### config.mk
export PLATFORM = sky130hd
export DESIGN_NAME = serial_add_ctrl_flat
export DESIGN_NICKNAME = d
export VERILOG_FILES = /design/src/rtl/serial_add_ctrl_if.sv /design/src/rtl/serial_add_ctrl.sv /design/src/flat_wrapper.sv
export SDC_FILE = /design/constraint.sdc
export NUM_CORES = 1
export LEC_CHECK = 0
export ABC_CLOCK_PERIOD_IN_PS = 1500
export BUFFER_PORTS_ARGS = -buffer_cell sky130_fd_sc_hd__buf_2
export CORE_ASPECT_RATIO = 1.2
export CORE_MARGIN = 4
export CORE_UTILIZATION = 45
export DETAILED_ROUTE_END_ITERATION = 8
export PLACE_DENSITY = 0.79
export SYNTH_ARGS = -nofsm -noshare
export SYNTH_HDL_FRONTEND = slang
export SYNTH_HIERARCHICAL = 1
export SYNTH_SLANG_ARGS = --single-unit
export TNS_END_PERCENT = 10
### constraint.sdc
create_clock -name clk -period 1.5 [get_ports clk]
set_input_delay 0.375 -clock clk [delete_from_list [all_inputs] [get_ports clk]]
set_output_delay 0.375 -clock clk [all_outputs]
set_load 0.005 [all_outputs]
### src/rtl/serial_add_ctrl_if.sv
// -----------------------------------------------------------------------------
// serial_add_ctrl_if
//
// Purpose : bundles the operand-side and result-side valid/ready handshakes of
//           the bit-serial adder sequencer into one interface.
//
// Parameters
//   WIDTH      operand/result width (2..32); must match the attached controller.
//
// Signals (direction as seen from the controller, i.e. the slave modport)
//   in_valid   in   operand beat valid
//   in_ready   out  controller can accept operands
//   a, b       in   WIDTH-bit operands, sampled on the input handshake
//   ci         in   carry-in, sampled on the input handshake
//   sub        in   subtract request (only honoured when SERIAL_ADD_SUB_EN)
//   out_valid  out  result valid
//   out_ready  in   consumer accepts result
//   s          out  registered sum
//   co         out  registered carry-out of the MSB slice
//   ovf        out  registered two's-complement overflow
//   busy       out  operation in progress or result pending
//
// Modports
//   master     producer/consumer side (drives operands and out_ready)
//   slave      controller side
// -----------------------------------------------------------------------------
interface serial_add_ctrl_if #(
    parameter int WIDTH = 4
);
    logic             in_valid;
    logic             in_ready;
    logic [WIDTH-1:0] a;
    logic [WIDTH-1:0] b;
    logic             ci;
    logic             sub;
    logic             out_valid;
    logic             out_ready;
    logic [WIDTH-1:0] s;
    logic             co;
    logic             ovf;
    logic             busy;

    modport master (
        output in_valid,
        output a,
        output b,
        output ci,
        output sub,
        output out_ready,
        input  in_ready,
        input  out_valid,
        input  s,
        input  co,
        input  ovf,
        input  busy
    );

    modport slave (
        input  in_valid,
        input  a,
        input  b,
        input  ci,
        input  sub,
        input  out_ready,
        output in_ready,
        output out_valid,
        output s,
        output co,
        output ovf,
        output busy
    );
endinterface

### src/rtl/serial_add_ctrl.sv
// -----------------------------------------------------------------------------
// serial_add_ctrl
//
// Purpose : bit-serial addition sequencer. A single add_full cell is reused
//           once per clock, LSB first, to add two WIDTH-bit operands. The
//           carry is held in a register between slices. Sum, carry-out and
//           signed overflow are registered when the last slice completes.
//
// Configuration macro
//   SERIAL_ADD_SUB_EN  when defined, sub=1 at the input handshake computes
//                      a-b (B is inverted and the carry-in forced to 1).
//                      When undefined, sub is ignored and the block always
//                      computes a+b+ci.
//
// Parameters
//   WIDTH      operand/result width, 2..32 (default 4)
//
// Ports
//   clk        clock, all state changes on the rising edge
//   rst        synchronous active-high reset; aborts any operation in flight
//   bus        serial_add_ctrl_if.slave: operand/result handshakes and results
//
// Timing
//   Accept at edge E0, WIDTH RUN cycles, out_valid from edge E0+WIDTH.
//   Back-to-back throughput is one operation every WIDTH+2 cycles.
// -----------------------------------------------------------------------------

// One-bit full adder: the only arithmetic cell in the sequencer.
module add_full (
    input  logic a_i,
    input  logic b_i,
    input  logic ci_i,
    output logic s_o,
    output logic co_o
);
    assign s_o  = a_i ^ b_i ^ ci_i;
    assign co_o = (a_i & b_i) | (ci_i & (a_i ^ b_i));
endmodule

module serial_add_ctrl #(
    parameter int WIDTH = 4
) (
    input  logic              clk,
    input  logic              rst,
    serial_add_ctrl_if.slave  bus
);
    localparam int               CNT_W    = $clog2(WIDTH);
    localparam logic [CNT_W-1:0] LAST_CNT = CNT_W'(WIDTH - 1);

    typedef enum logic [1:0] {
        IDLE = 2'd0,
        RUN  = 2'd1,
        DONE = 2'd2
    } state_e;

    state_e             state_q, state_d;
    logic [WIDTH-1:0]   a_sr_q, a_sr_d;
    logic [WIDTH-1:0]   b_sr_q, b_sr_d;
    logic [WIDTH-1:0]   sum_sr_q, sum_sr_d;
    logic               carry_q, carry_d;
    logic [CNT_W-1:0]   cnt_q, cnt_d;
    logic [WIDTH-1:0]   s_q, s_d;
    logic               co_q, co_d;
    logic               ovf_q, ovf_d;

    // Operand B and carry as they enter the shift/carry registers.
    logic [WIDTH-1:0]   b_load;
    logic               c_load;

    // Slice outputs of the shared full adder.
    logic               fa_s;
    logic               fa_co;

`ifdef SERIAL_ADD_SUB_EN
    // a - b = a + ~b + 1; the forced carry-in supplies the +1.
    assign b_load = bus.sub ? ~bus.b : bus.b;
    assign c_load = bus.sub | bus.ci;
`else
    assign b_load = bus.b;
    assign c_load = bus.ci;
    // sub has no function in this build; tie it off explicitly.
    logic unused_sub;
    assign unused_sub = bus.sub;
`endif

    add_full u_add_full (
        .a_i  (a_sr_q[0]),
        .b_i  (b_sr_q[0]),
        .ci_i (carry_q),
        .s_o  (fa_s),
        .co_o (fa_co)
    );

    // -------------------------------------------------------------------------
    // Next-state and datapath control
    // -------------------------------------------------------------------------
    always_comb begin
        // NOTE: every signal written here gets a default first; a missing
        // assignment on any path would otherwise infer a latch.
        state_d  = state_q;
        a_sr_d   = a_sr_q;
        b_sr_d   = b_sr_q;
        sum_sr_d = sum_sr_q;
        carry_d  = carry_q;
        cnt_d    = cnt_q;
        s_d      = s_q;
        co_d     = co_q;
        ovf_d    = ovf_q;

        unique case (state_q)
            IDLE: begin
                if (bus.in_valid) begin
                    a_sr_d  = bus.a;
                    b_sr_d  = b_load;
                    carry_d = c_load;
                    cnt_d   = '0;
                    state_d = RUN;
                end
            end

            RUN: begin
                a_sr_d   = a_sr_q >> 1;
                b_sr_d   = b_sr_q >> 1;
                // Sum bits enter at the MSB so that after WIDTH slices the
                // first (LSB) result bit has reached position 0.
                sum_sr_d = {fa_s, sum_sr_q[WIDTH-1:1]};
                carry_d  = fa_co;
                cnt_d    = cnt_q + CNT_W'(1);
                if (cnt_q == LAST_CNT) begin
                    s_d     = sum_sr_d;
                    co_d    = fa_co;
                    // Signed overflow: carry into the MSB differs from carry out.
                    ovf_d   = carry_q ^ fa_co;
                    state_d = DONE;
                end
            end

            DONE: begin
                if (bus.out_ready) begin
                    state_d = IDLE;
                end
            end

            default: begin
                state_d = IDLE;
            end
        endcase
    end

    // -------------------------------------------------------------------------
    // State registers
    // -------------------------------------------------------------------------
    always_ff @(posedge clk) begin
        // NOTE: sequential state uses non-blocking assignments so every
        // register samples its pre-edge value regardless of statement order.
        if (rst) begin
            state_q  <= IDLE;
            a_sr_q   <= '0;
            b_sr_q   <= '0;
            sum_sr_q <= '0;
            carry_q  <= 1'b0;
            cnt_q    <= '0;
            s_q      <= '0;
            co_q     <= 1'b0;
            ovf_q    <= 1'b0;
        end else begin
            state_q  <= state_d;
            a_sr_q   <= a_sr_d;
            b_sr_q   <= b_sr_d;
            sum_sr_q <= sum_sr_d;
            carry_q  <= carry_d;
            cnt_q    <= cnt_d;
            s_q      <= s_d;
            co_q     <= co_d;
            ovf_q    <= ovf_d;
        end
    end

    // Handshake status is decoded from the state register only, so there is
    // no combinational path from in_valid/out_ready to these outputs.
    assign bus.in_ready  = (state_q == IDLE);
    assign bus.out_valid = (state_q == DONE);
    assign bus.busy      = (state_q != IDLE);
    assign bus.s         = s_q;
    assign bus.co        = co_q;
    assign bus.ovf       = ovf_q;

endmodule

### src/flat_wrapper.sv
// flat-port wrapper written by rule: the top's interface ports become plain ports
module serial_add_ctrl_flat 
#(
    parameter int WIDTH = 4
)
  (clk, rst, bus_in_valid, bus_a, bus_b, bus_ci, bus_sub, bus_out_ready, bus_in_ready, bus_out_valid, bus_s, bus_co, bus_ovf, bus_busy);
  serial_add_ctrl_if #(.WIDTH(WIDTH)) bus_i ();
  input  logic clk;
  input  logic rst;
  input wire logic [$bits(bus_i.in_valid)-1:0] bus_in_valid;
  input wire logic [$bits(bus_i.a)-1:0] bus_a;
  input wire logic [$bits(bus_i.b)-1:0] bus_b;
  input wire logic [$bits(bus_i.ci)-1:0] bus_ci;
  input wire logic [$bits(bus_i.sub)-1:0] bus_sub;
  input wire logic [$bits(bus_i.out_ready)-1:0] bus_out_ready;
  output wire logic [$bits(bus_i.in_ready)-1:0] bus_in_ready;
  output wire logic [$bits(bus_i.out_valid)-1:0] bus_out_valid;
  output wire logic [$bits(bus_i.s)-1:0] bus_s;
  output wire logic [$bits(bus_i.co)-1:0] bus_co;
  output wire logic [$bits(bus_i.ovf)-1:0] bus_ovf;
  output wire logic [$bits(bus_i.busy)-1:0] bus_busy;
  assign bus_i.in_valid = bus_in_valid;
  assign bus_i.a = bus_a;
  assign bus_i.b = bus_b;
  assign bus_i.ci = bus_ci;
  assign bus_i.sub = bus_sub;
  assign bus_i.out_ready = bus_out_ready;
  assign bus_in_ready = bus_i.in_ready;
  assign bus_out_valid = bus_i.out_valid;
  assign bus_s = bus_i.s;
  assign bus_co = bus_i.co;
  assign bus_ovf = bus_i.ovf;
  assign bus_busy = bus_i.busy;
  serial_add_ctrl #(.WIDTH(WIDTH)) u_core (.clk(clk), .rst(rst), .bus(bus_i));
endmodule
# == Word level (Yosys, flattened, before mapping) ==
# Cells that the tools add are included.
# word_totals
ff_bits,23
in_bits,14
out_inout_bits,9
elab_cells,40
# classes
n_addsub,1
eq_ne,6
mux,12
bitwise,6
reduce_logical,6
# ops
operator,count
one-hot mux 4 bit (2 select lines),2
two-way mux 2 bit,4
two-way mux 4 bit,2
one-hot mux 2 bit (3 select lines),1
== test 2 bit (second input constant),2
!= test 2 bit (second input constant),2
one-hot mux 2 bit (2 select lines),1
AND reduction 2 bit,2
nonzero test 2 bit,2
AND reduction 3 bit,1
bitwise XOR 1 bit,3
adder 2 x 1 -> 2 bit (second input constant),1
bitwise AND 1 bit,2
== test 2 x 1 -> 1 bit (second input constant),1
zero test 2 bit,1
!= test 2 x 1 -> 1 bit (second input constant),1
one-hot mux 1 bit (2 select lines),1
two-way mux 1 bit,1
OR 1 bit,1

# == Depth between registers and ports, before layout ==
# Gate-level depths: netlist of the first run.
# depth
ltp_word,4
depth_mapped,5
mapped_depth_nobuf,4

# == Modules after synthesis ==
# Netlist of the first run, hierarchy kept.
# by_module_without_submodules
module,instances,cells_each,area_each_um2,seq_area_each_um2
serial_add_ctrl,1,96,889.6,440.4
add_full,1,1,20.0,0.0

# == Least setup slack after synthesis of the first run ==
# OpenSTA, ideal clock, no wires.
# synth_path
kind,register to register
from,reg u_core.a_sr_q[0]
to,"reg u_core.ovf_q, in the netlist u_core/bus.ovf"
setup_time_ns,0.132
arrival_ns,1.055
required_ns,1.368
slack_ns,0.314
path_stages_with_launch,5
path_buffers,0
period_less_slack_ns,1.186
cell_sequence,dfxtp_1 > fa_1 > xor2_1 > nor2_1 > nor3_1
# synth_between
elab_chain_len,4
word_cells_on_any_way,5
cone_classes,bitwise: 5
# synth_rtl
element,line_no,source
start: declaration,serial_add_ctrl.sv:57,"logic [WIDTH-1:0] a_sr_q, a_sr_d;"
start signal: assignment,serial_add_ctrl.sv:168,a_sr_q <= a_sr_d;
bitwise XOR 1 bit,serial_add_ctrl.sv:37,assign co_o = (a_i & b_i) | (ci_i & (a_i ^ b_i));
bitwise AND 1 bit,serial_add_ctrl.sv:37,
OR 1 bit *,serial_add_ctrl.sv:37,
named net u_core.fa_co,serial_add_ctrl.sv:72,logic fa_co;
bitwise XOR 1 bit *,serial_add_ctrl.sv:133,ovf_d = carry_q ^ fa_co;
end signal: assignment,serial_add_ctrl.sv:175,ovf_q <= ovf_d;
end: declaration,serial_add_ctrl.sv:64,"logic ovf_q, ovf_d;"
# Mark *: on every way through the listed nets, which the timed path passes. The rest lies on a longest branch.
# A chain may end at the register's enable or synchronous reset.

# == Final worst setup path of the first run ==
# layout_path
from,reg u_core.state_q[1]
to,out bus_out_valid
# layout_between
elab_chain_len,1
# layout_rtl
element,line_no,source
start: declaration,serial_add_ctrl.sv:56,"state_e state_q, state_d;"
start signal: assignment,serial_add_ctrl.sv:167,state_q <= state_d;
== test 2 bit,serial_add_ctrl.sv:182,assign bus.out_valid = (state_q == DONE);
end: declaration,flat_wrapper.sv:17,output wire logic [$bits(bus_i.out_valid)-1:0] bus_out_valid;
# Every way passes these cells.

==> summary.txt, run 1 <==
Run status
  – Outcome: finished clean

Routing
  – DR DRC count: 0
  – Routed WL: between 1500 and 2000 microns
  – Vias: 762
  – Drt initial violations: 11
  – Post-route ant nets: 0
  – Drt via density: 5.48
  – WL per Instance: 12.8 microns
  – Drt pass-1 iters: 4

Yosys
  – Synthesized area per cell: between 9 and 10 sq um
  – Ys Warns: 6
  – Cell variety after synth: 22
  – Sequential-to-total area share from yosys stat: 0.484
  – Mapped cell area: 910 sq um
  – Post-synth EDFFs: 0
  – Share of Yosys cell area claimed by the top area cell type: 0.484
  – Top cells by area, synth: dfxtp_1, o221a_2, a21oi_1
  – Share of async-settable or async-resettable flops after synthesis: 0
  – Most area-hungry cell type in the Yosys netlist: dfxtp_1
  – Yosys reg bits: 22
  – Post-Synthesis Cells: between 90 and 100
  – Syn Nets: around 110
  – Main synth FF type: dfxtp_1

Finish
  – Fin nets: 137
  – Share of cells above drive strength 1: 0.317
  – Area grow syn2layout: 19.1%
  – Number of diodes: 0
  – Most frequent cells in the layout: buf_2, dfxtp_1, a21oi_1
  – Final core occ: 0.579

Power and ir drop
  – Power per Cell Area: approximately 1000 nW/um^2
  – Leak Pwr: between 0.4 and 0.5 nW
  – Switching fraction of total power: 0.240
  – Psw: approximately 0.00026 W
  – Max VDD drop: 0.761 mV
  – P_int: 0.000834 W
  – Final Power: approximately 0.0011 W
  – Seq pwr share: 0.581
  – Gate power share: 0.129
  – Clk pwr share: 0.290

Clock tree
  – CTS buffer count: 3
  – Bufs on Longest Clock Path: 2
  – Clock transition at path regs: between 0.1 and 0.15 ns
  – Post-CTS setup buffers: 0
  – Root buffer cell: clkbuf_4
  – CTS sink count: 22
  – CTS tree: built
  – Clk_lat worst skew: around 0.30 ns
  – H-tree levels: 1

Setup path
  – CP Class: flip-flop to output port
  – Crit path launch type: flip-flop
  – Crit path arrival time: around 1.1 ns
  – Worst R2R Setup Slack: 0.21 ns
  – Path depth of the worst reg2reg path: 4
  – Worst-path fanout max: 7
  – CP Capture Type: output port
  – Reg-to-reg endpoint: u_core/sum_sr_q[1]$_SDFFE_PP0P_
  – Critical Path RT: 1.12 ns
  – Reg-to-Reg Start: u_core/state_q[0]$_SDFFE_PP0P_

Place
  – PortBufs: 21
  – DP Worst Slack: between 0.2 and 0.3 ns
  – Final GP Congestion: 0.738
  – HPWL after detailed placement: ~1300 microns

STA
  – Final hold violations: 0
  – Worst-margin pin slew: 0.364 ns
  – Final period utilization: 0.951
  – Max-slew headroom: 0.757
  – Final worst slack: 0.0740 ns
  – Max Fclk: 701 MHz
  – Number of setup violations in the final report: 0
  – Setup TNS: 0 ns
  – RSZ-0062 raised after global routing: true
  – Clock skew: 0.00780 ns
  – Hold slack final: 0.313 ns
  – Pins Over Slew Limit: 0
  – Final min period: 1.43 ns

Floorplanning
  – DIE WIDTH: a little under 50 microns
  – Die extent in y: 57.3 microns
  – Starting Density: 0.486
  – Die Area: about 2800 sq um
  – I/O Pins: 23
  – Core ar.: 1870 sq um
  – Row count: 17

Min path
  – Min-delay worst type: input pin to flip-flop
  – Hold endpoint: u_core/state_q[1]$_SDFFE_PP0P_
  – Hold path depth: 3
  – Hold_sp: bus_out_ready

GRT
  – Grt total ovfl: 0
  – Largest net degree at the start of global routing: 23
  – First-pass GRT wire length: 2910 microns
  – Initial antenna violation count: 0
  – GR Util All Layers: 0.128
  – Vias in the first global route: 700

Run
  – Max-cap viol count: 0
## cell type report
cell class / count / area, sq um
Tap cell: 19 / 23.8
Multi-Input combinational cell: 61 / 408
Timing Repair Buffer: 24 / 140
Inverter: 9 / 33.8
Clock buffer: 4 / 36.3
Fill cell: 178 / 788
Sequential cell: 22 / 442
## power groups by stage
stage               registers, W  clock network (W)   logic, W
floorplan               0.000644                  0  0.0000986
global placement        0.000647                  0   0.000137
detailed placement      0.000649                  0   0.000141
CTS                     0.000637           0.000326   0.000142
global route            0.000641           0.000354   0.000158
finish                  0.000637           0.000318   0.000142
## metrics by stage
| step | cell area (sq um) | std cells |
|---|---|---|
| final | 1080 | 139 |
| after global placement | 1040 | 135 |
| after detailed placement | 1040 | 135 |
| after floorplan | 910 | 97 |
| after CTS | 1080 | 139 |
| after global routing | 1080 | 139 |
## logic make-up (layout without fill, tap and decap cells)
kind of cell | count (synthesis) | in the layout | share of synthesized area
buffers and inverters | 14 | 37 | 0.0756
adder cells (fa/ha/maj) | 2 | 2 | 0.0358
XOR/XNOR | 1 | 1 | 0.00963
flip-flops | 22 | 22 | 0.484
AO/OA/AOI/OAI | 25 | 25 | 0.199
multiplexers | 5 | 5 | 0.0550
AND/OR/NAND/NOR | 28 | 28 | 0.140
## how the worst max path moves through the flow
stage / startpoint / to / depth (start not counted)
after global routing: u_core/state_q[1]$_SDFFE_PP0P_ / bus_out_valid / 2
after CTS: u_core/state_q[1]$_SDFFE_PP0P_ / bus_out_valid / 2
after floorplan: u_core/a_sr_q[0]$_SDFFE_PP0P_ / u_core/bus.ovf$_SDFFE_PP0P_ / 4
after detailed placement: u_core/a_sr_q[0]$_SDFFE_PP0P_ / u_core/bus.ovf$_SDFFE_PP0P_ / 4
after global placement: u_core/a_sr_q[0]$_SDFFE_PP0P_ / u_core/bus.ovf$_SDFFE_PP0P_ / 4
final: u_core/state_q[1]$_SDFFE_PP0P_ / bus_out_valid / 2
## cell usage after synthesis, drive strengths merged (2+ instances only)
library cell   n
a21oi         14
a32oi          2
buf            3
clkbuf         2
dfxtp         22
inv            9
mux2i          5
nand2          6
nand3          5
nor2          11
nor2b          2
nor3           2
o221a          7
## sequential cells by signal, indices dropped and copies added (netlist names)
register,cells
u_core/carry_q,1
u_core/b_sr_q,4
u_core/bus.ovf,1
u_core/state_q,2
u_core/bus.co,1
u_core/sum_sr_q,3
u_core/bus.s,4
u_core/a_sr_q,4
u_core/cnt_q,2
## timing repair
| item | 4_1_cts | 5_1_grt |
|---|---|---|
| setup endpoints to repair | 1 | 3 |
| hold buffers | 0 | 0 |
| gates resized for setup | 1 | 2 |
## critical path, cell delays in order (launching register included)
cell and delay, ns:
dfxtp_2 0.42, nor2b_1 0.19, buf_2 0.14
## metal layers
layer	share of wire	track usage	wire, microns	vias up
li1	-	-	-	385
met1	0.46	0.146	820	360
met2	0.48	0.226	860	15
met3	0.044	0.0366	78	2
met4	0.0096	0.0462	17	0
met5	0	0	0	-
(Power assumes the default switching activity.)
==> run 2, diff against run 1 <==
Settings changed: CORE_MARGIN 4 to default.
==> run 2 against run 1 <==
  * Final cell count did not move
  * Hold slack got worse by 0.0046 ns
  * Sequential cell count did not move
  * Core utilization fell by 1.0 points
  * Largest power group unchanged
  * Worst setup slack improved by 0.0084 ns
  * Sequential share of layout area rose by 0.72 points
==> summary.txt, run 2 (synthesis gave the netlist of run 1 again) <==
Run status
  – Outcome: finished clean

Setup path
  – Reg-to-reg endpoint: u_core/sum_sr_q[1]$_SDFFE_PP0P_
  – Reg-to-Reg Start: u_core/state_q[0]$_SDFFE_PP0P_
  – Path depth of the worst reg2reg path: 4
  – Worst-path fanout max: 7
  – CP max stage cell: dfxtp_2
  – Crit path arrival time: 1.04 ns
  – Worst-path cell chain: nor2b_1 > buf_2
  – Delay-heaviest family, CP: flip-flops
  – Crit path launch type: flip-flop
  – Worst path bufs/invs: 1
  – Worst R2R Setup Slack: 0.20 ns
  – CP Capture Type: output port
  – CP max stage delay: 0.43 ns
  – CP Class: flip-flop to output port
  – Critical Path RT: 1.12 ns

Floorplanning
  – Die extent in y: around 51 microns
  – Row count: 17
  – I/O Pins: 23
  – DIE WIDTH: 43.0 microns
  – Die Area: 2210 sq um
  – Starting Density: 0.486
  – Core ar.: 1870 sq um

GRT
  – Grt total ovfl: 0
  – Initial antenna violation count: 0
  – Vias in the first global route: 697
  – GR Util All Layers: 0.175
  – Largest net degree at the start of global routing: 23
  – First-pass GRT wire length: about 3000 microns

STA
  – RSZ-0062 raised after global routing: false
  – Final period utilization: 0.945
  – Max Fclk: 705 MHz
  – Final hold violations: 0
  – Number of setup violations in the final report: 0
  – Max-slew headroom: 0.746
  – Setup TNS: 0 ns
  – Worst-margin pin slew: roughly 0.38 ns
  – Clock skew: 0.00367 ns
  – Final min period: 1.42 ns
  – Hold slack final: a little over 0.3 ns
  – Pins Over Slew Limit: 0

Clock tree
  – Clk_lat worst skew: 0.30 ns
  – Clock transition at path regs: 0.12 ns
  – CTS tree: built
  – H-tree levels: 1
  – Bufs on Longest Clock Path: 2
  – Root buffer cell: clkbuf_4
  – CTS buffer count: 3
  – CTS sink count: 22

Place
  – HPWL after detailed placement: 1190 microns
  – Dpl cells: 136
  – PortBufs: 21
  – Final GP Congestion: 0.738

Routing
  – Drt pass-1 iters: 4
  – Drt via density: between 5 and 6
  – Vias: 749
  – WL per Instance: 12.3 microns
  – DR DRC count: 0
  – Routed WL: 1710 microns
  – Post-route ant nets: 0
  – Drt initial violations: 13

Run
  – Max-cap viol count: 0

Min path
  – Hold path depth: 3
  – Hold endpoint: u_core/state_q[1]$_SDFFE_PP0P_
  – Hold_sp: bus_out_ready
  – Min-delay worst type: input pin to flip-flop

Finish
  – Register Area: 442 sq um
  – Most frequent cells in the layout: buf_2, dfxtp_1, a21oi_1
  – Filler cells: 186
  – Multi-input gate area: 408 sq um
  – Share of cells above drive strength 1: 0.317
  – Number of diodes: 0
  – Area grow syn2layout: 17.1%
  – Fin cells: 139
  – Fin nets: 138

Power and ir drop
  – Max VDD drop: 0.660 mV
  – Leak Pwr: 0.466 nW
  – Power per Cell Area: 974 nW/um^2
==> run 2: layout make-up <==
class	instances	area share
Clock buffer	3	0.0212
Inverter	9	0.0317
Multi-Input combinational cell	61	0.383
Sequential cell	22	0.415
Tap cell	19	0.0223
Timing Repair Buffer	25	0.127
==> run 2: how the worst max path moves through the flow <==
| stage | start | end | slack (ns) | cells after the start |
|---|---|---|---|---|
| 6_report | u_core/state_q[1]$_SDFFE_PP0P_ | bus_out_valid | 0.08 | 2 |
| 5_1_grt | u_core/state_q[0]$_SDFFE_PP0P_ | bus_out_valid | 0.01 | 2 |
| 4_1_cts | u_core/state_q[1]$_SDFFE_PP0P_ | bus_out_valid | 0.02 | 2 |
| 3_5_place_dp | u_core/a_sr_q[0]$_SDFFE_PP0P_ | u_core/bus.ovf$_SDFFE_PP0P_ | 0.25 | 4 |
| 3_3_place_gp | u_core/a_sr_q[0]$_SDFFE_PP0P_ | u_core/bus.ovf$_SDFFE_PP0P_ | 0.27 | 4 |
| 2_1_floorplan | u_core/a_sr_q[0]$_SDFFE_PP0P_ | u_core/bus.ovf$_SDFFE_PP0P_ | 0.31 | 4 |
==> run 2: through the flow <==
step                      instance area, sq um   util  worst slack (ns)  total power [W]
after global routing                      1060  0.569            0.0109          0.00108
after CTS                                 1060  0.566            0.0210          0.00104
after global placement                    1030  0.552             0.265         0.000781
after floorplan                            910      -             0.314         0.000742
final                                     1060  0.569            0.0824          0.00104
after detailed placement                  1030  0.552             0.248         0.000786
==> run 2: repair_timing <==
action,CTS,global route
endpoints found under the setup margin,1,2
gates resized for setup,1,2
hold buffers,0,0
buffers inserted,0,0
gates cloned,0,0
==> run 2: per-layer routing <==
layer | GRT usage | part of all wire | vias up
li1 | - | - | 386
met1 | 0.232 | 0.47 | 343
met2 | 0.268 | 0.47 | 18
met3 | 0.0353 | 0.049 | 2
met4 | 0.0909 | 0.0099 | 0
met5 | 0 | 0 | -
==> run 2: worst reg2reg max path, cell delays in order (launching register included) <==
cell and delay, ns:
dfxtp_1 0.51, nor2b_2 0.22, buf_4 0.19, mux2i_1 0.21, nor2_1 0.06
==> run 2: power breakdown <==
part           total, W  internal [W]  switching [W]  leakage (nW)
clock          0.000262     0.0000936       0.000168        0.0138
sequential     0.000637      0.000614      0.0000230         0.181
combinational  0.000138     0.0000701      0.0000681         0.271
